==> src/rtl/multiplier_32_seq.sv <==
// Unsigned 32x32 -> 64-bit shift-and-add multiplier, one multiplier bit per clock,
// with a start/busy/done handshake toward the issue logic.
//
//   state | meaning
//   IDLE  | waiting for start; a/b captured on the accepting edge
//   RUN   | 32 add-and-shift steps through adder_32
//   DONE  | one-cycle done pulse; p already holds the new product

module adder_32 (
    input  logic [31:0] a,
    input  logic [31:0] b,
    input  logic        c_in,
    output logic [31:0] sum,
    output logic        c_out
);
    assign {c_out, sum} = {1'b0, a} + {1'b0, b} + {32'b0, c_in};
endmodule

module multiplier_32_seq #(
    parameter int WIDTH = 32
) (
    input  logic               clk,
    input  logic               rst,
    input  logic               start,
    input  logic [WIDTH-1:0]   a,
    input  logic [WIDTH-1:0]   b,
    output logic               busy,
    output logic               done,
    output logic [2*WIDTH-1:0] p
);
    typedef enum logic [1:0] {
        IDLE = 2'd0,
        RUN  = 2'd1,
        DONE = 2'd2
    } state_t;

    state_t      state_q, state_d;
    logic [31:0] mcand_q, mcand_d;
    logic [31:0] acc_hi_q, acc_hi_d;
    logic [31:0] acc_lo_q, acc_lo_d;
    logic [5:0]  count_q, count_d;
    logic [63:0] p_q, p_d;

    logic [31:0] add_b;
    logic [31:0] add_sum;
    logic        add_c;
    logic [63:0] shifted;

    // A clear multiplier bit adds zero, which leaves {0, acc_hi} as required.
    assign add_b = acc_lo_q[0] ? mcand_q : 32'd0;

    adder_32 u_adder (
        .a     (acc_hi_q),
        .b     (add_b),
        .c_in  (1'b0),
        .sum   (add_sum),
        .c_out (add_c)
    );

    assign shifted = {add_c, add_sum, acc_lo_q[31:1]};

    always_comb begin
        state_d  = state_q;
        mcand_d  = mcand_q;
        acc_hi_d = acc_hi_q;
        acc_lo_d = acc_lo_q;
        count_d  = count_q;
        p_d      = p_q;
        case (state_q)
            IDLE: begin
                if (start) begin
                    mcand_d  = a;
                    acc_hi_d = 32'd0;
                    acc_lo_d = b;
                    count_d  = 6'd0;
                    state_d  = RUN;
                end
            end
            RUN: begin
                acc_hi_d = shifted[63:32];
                acc_lo_d = shifted[31:0];
                count_d  = count_q + 6'd1;
                if (count_q == 6'd31) begin
                    p_d     = shifted;
                    state_d = DONE;
                end
            end
            DONE: state_d = IDLE;
            default: state_d = IDLE;
        endcase
    end

    always_ff @(posedge clk or posedge rst) begin
        if (rst) begin
            state_q  <= IDLE;
            mcand_q  <= 32'd0;
            acc_hi_q <= 32'd0;
            acc_lo_q <= 32'd0;
            count_q  <= 6'd0;
            p_q      <= 64'd0;
        end else begin
            state_q  <= state_d;
            mcand_q  <= mcand_d;
            acc_hi_q <= acc_hi_d;
            acc_lo_q <= acc_lo_d;
            count_q  <= count_d;
            p_q      <= p_d;
        end
    end

    assign busy = (state_q == RUN);
    assign done = (state_q == DONE);
    assign p    = p_q;
endmodule

==> config.mk <==
export PLATFORM = sky130hd
export DESIGN_NAME = multiplier_32_seq
export DESIGN_NICKNAME = d
export VERILOG_FILES = /design/src/rtl/multiplier_32_seq.sv
export SDC_FILE = /design/constraint.sdc
export NUM_CORES = 1
export LEC_CHECK = 0
export CORE_UTILIZATION = 50
export DETAILED_ROUTE_END_ITERATION = 12
export PLACE_DENSITY_LB_ADDON = 0.2
export SYNTH_ARGS = -nofsm -noshare
export SYNTH_HDL_FRONTEND = slang
export SYNTH_SLANG_ARGS = --single-unit
export TNS_END_PERCENT = 5
==> constraint.sdc <==
create_clock -name clk -period 5.97 [get_ports clk]
set_clock_uncertainty 0.05 [all_clocks]
set_input_delay 0.597 -clock clk [delete_from_list [all_inputs] [get_ports clk]]
set_output_delay 0.597 -clock clk [all_outputs]
set_load 0.1 [all_outputs]
==> results.yml <==
outcome:
  run_status: "completed"
power_and_ir_drop:
  power.static_leakage_nw: 4.833
  power.ir.vdd_worst_uv: 420.7
  share_comb_of_total_power: 0.552
  cellPowerDensity_mw_per_mm2: 635.7
  design_power_total_mw: 6.908
  swShare: 0.4863
  net-switching-power_mw: 3.360
  seq_power_share: 0.291
  clkPwrFrac: 0.157
  cell_internal_pwr_mw: 3.549
floorplanning:
  die_w_um: 135.0
  floorplan.initialDensity: 0.5116
  die_area_mm2: 0.01823
  ioPinCount: 133
  placement_rows: 48
  core_area_mm2: 0.01730
  fp.dieH_um: 135.0
logic_synthesis:
  netlist_top_cells_area: "sky130_fd_sc_hd__dfrtp_1, sky130_fd_sc_hd__nand2_1, sky130_fd_sc_hd__mux2_2"
  count_of_flip_flops_with_a_built_in_enable_after_synthesis: 0
  synth_cell_type_count: 56
  netlist_area_pre_place_mm2: 0.008848
  seq_area_frac_synth: 0.4751
  yosys_warnings: 0
  synth.top_cell.area_share: 0.4751
  synth_nets: 1021
  netlist_instances: 920
  synth_async_sr_flop_share: 1.000
  cell_type_with_the_highest_aggregate_area_in_the_netlist: "sky130_fd_sc_hd__dfrtp_1"
  synth_ff_type: "sky130_fd_sc_hd__dfrtp_1"
  syn_area_per_cell_um2: 9.618
  synth.ff_latch_count: 168
clock_tree:
  htree_levels: 4
  cts_tree: "yes"
  postCtsSetupBuffers: 0
  path_clk_slew_ps: 70
  post_cts_resized: 0
  clock_path_buffers: 2
  clock-root-buffer: "sky130_fd_sc_hd__clkbuf_16"
  cts_sinks: 168
  worst_skew_pair.late_latency_ps: 430
  postCtsHoldBufs: 0
  cts_made_buffers: 17
setup_path:
  timing.critical_path.fanout_max: 23
  critical_path.slowest_cell: "sky130_fd_sc_hd__clkdlybuf4s50_1"
  cpPeakStageDelay_ps: 1240
  arrival_ps: 3110
  ff2ff_setup_slack_ps: 2280
  endpoint_kind: "output pin"
  critical_path.startpoint_type: "register"
  worst-setup-path-type: "register to output pin"
  critical_path.cell_chain: "nand2b_1 -> inv_2 -> clkdlybuf4s50_1"
  cp.required_ps: 5320
drt:
  detail_route.wl_per_cell_um: 16.62
  vias: 7132
  wl_um: 20940
  antenna_violating_nets_post_route: 0
  drt_first_pass_iters: 5
  detail_route.drc_violations: 0
  drt-vias-per-instance: 5.660
  drt_iter0_drc: 583
layout:
  n_antenna_cell: 0
  fin_util: 0.6283
  post_route_cells_drive_above_1_share: 0.09855
  layout-area-overhead-vs-synth_pct: 22.82
  filler_cell_count: 1486
  fin_area_mm2: 0.01087
  finish.net_count: 1123
  final_cell_count_no_fill: 1260
grt:
  number_of_antenna_violations_at_the_first_check_in_global_routing: 0
  all_layer_global_routing_usage: 0.2432
  grt_max_degree: 71
  grt_remaining_overflow: 0
  grt_pass1_wl_um: 34830
  first_global_vias: 6886
timing:
  finalCritPeriodShare: 0.6288
  setup_total_negative_slack_ps: 0
  max_freq_mhz: 266.4
  rsz0062_at_grt: "no"
  finalSetupViolations: 0
  layout_min_cycle_time_ps: 3754
  relative_slew_slack: 0.2748
  tightestPinTransition_ps: 1086
  slew_viol_final: 0
  report.final.hold_viol_count: 0
placement:
  placed_cell_area_mm2: 0.01028
  placed_cells: 1228
  place.detailed.hpwl_um: 13760
  gp_congestion: 0.8543
  io_buffers: 132
min_path:
  hold_path_class: "register to register"
job:
  cap_violations: 0
path summary, 6_finish.rpt:
kind                                               from                end  cells after the start
max in group asynchronous                           rst  p[54]$_DFFE_PP0P_                      3
min in group asynchronous                           rst  p[18]$_DFFE_PP0P_                      2
worst min-delay path                  p[27]$_DFFE_PP0P_  p[27]$_DFFE_PP0P_                      2
worst max-delay path             state_q[1]$_DFFE_PP0P_               busy                      3
worst min register to register        p[27]$_DFFE_PP0P_  p[27]$_DFFE_PP0P_                      2
worst max register to register  acc_lo_q[0]$_DFFE_PP0P_  p[61]$_DFFE_PP0P_                     11
sequential cells by signal, summed over array words and instances (netlist names):
name / flops
p: 64
acc_lo_q: 32
mcand_q: 32
acc_hi_q: 32
state_q: 2
count_q: 6
area by class of cell:
cell class | instances | area, um2 | area share
Timing Repair Buffer | 142 | 1396 | 0.1285
Inverter | 17 | 68.82 | 0.006332
Clock buffer | 20 | 466.7 | 0.04294
Tap cell | 225 | 281.5 | 0.02590
Multi-Input combinational cell | 676 | 4334 | 0.3988
Sequential cell | 168 | 4204 | 0.3868
Clock inverter | 12 | 116.4 | 0.01071
routing by layer:
metal,share of wire,global-route usage,up-vias
met5,0,0,-
met4,0.014,0.07553,0
met3,0.036,0.04279,25
met2,0.46,0.3714,160
met1,0.49,0.3521,3497
li1,-,-,3450
power groups by stage:
| stage | sequential (mW) | combinational, mW | clock [mW] |
|---|---|---|---|
| floorplan | 3.10 | 1.86 | 0 |
| CTS | 2.01 | 3.81 | 1.11 |
| detailed placement | 2.02 | 3.80 | 0 |
| global placement | 2.02 | 3.75 | 0 |
| finish | 2.01 | 3.81 | 1.09 |
| global route | 2.08 | 4.09 | 1.16 |
stage by stage:
step	hold slack (ps)	setup WS, ps
finish	421.8	2216
global route	448.6	1856
CTS	428.4	2166
detailed placement	410.9	2294
global placement	410.7	2441
floorplan	405.5	776.3
cells in the mapped netlist (all sizes together) (13+ instances only):
cell / number
a21oi: 71
a21o: 14
o21ai: 71
dfrtp: 168
nor2b: 37
nor2: 28
clkbuf: 49
a22o: 23
xnor2: 18
a22oi: 35
mux2: 47
inv: 17
nand3: 13
ha: 33
nand2: 163
and2: 34
critical path, delay by kind of cell, from the launching register on:
kind,cells,cell delay (ps)
flip-flops,1,370
AND/OR/NAND/NOR,1,520
buffers and inverters,2,1790
cells in the final DEF, fill, tap and decap left out, drive strengths merged, types with 2 or more instances in the layout:
master         count
clkbuf            20
a2111oi            2
clkinv             3
nand3b             2
nand3             13
mux2              47
xnor2             18
nand2            163
o2111ai            2
o21ai             71
o21a               5
mux2i              2
o311ai             4
a22oi             35
and3               2
dfrtp            168
clkinvlp           4
a22o              23
clkdlybuf4s50    132
a211o              2
o211ai             4
o21bai             5
a21oi             71
a211oi             4
nand4             11
and2              34
inv               21
nor3              12
ha                33
xor2               6
buf               10
a221o              3
a31oi              4
nor2b             37
nor2              28
or2                3
a21o              14
nand4b             2
kinds of logic (layout without fill, tap and decap cells):
logic type,count (synthesis),after routing,share of synthesized area
AOI/OAI and AO/OA,259,259,0.1902
xor gates and xnor gates,24,24,0.02376
adders and majority gates,34,34,0.04893
buffers and inverters,76,191,0.03691
DFF,168,168,0.4751
muxes,49,49,0.06208
and+or+nand+nor,310,310,0.1630
Note: power is estimated with default switching activity, not from simulation.
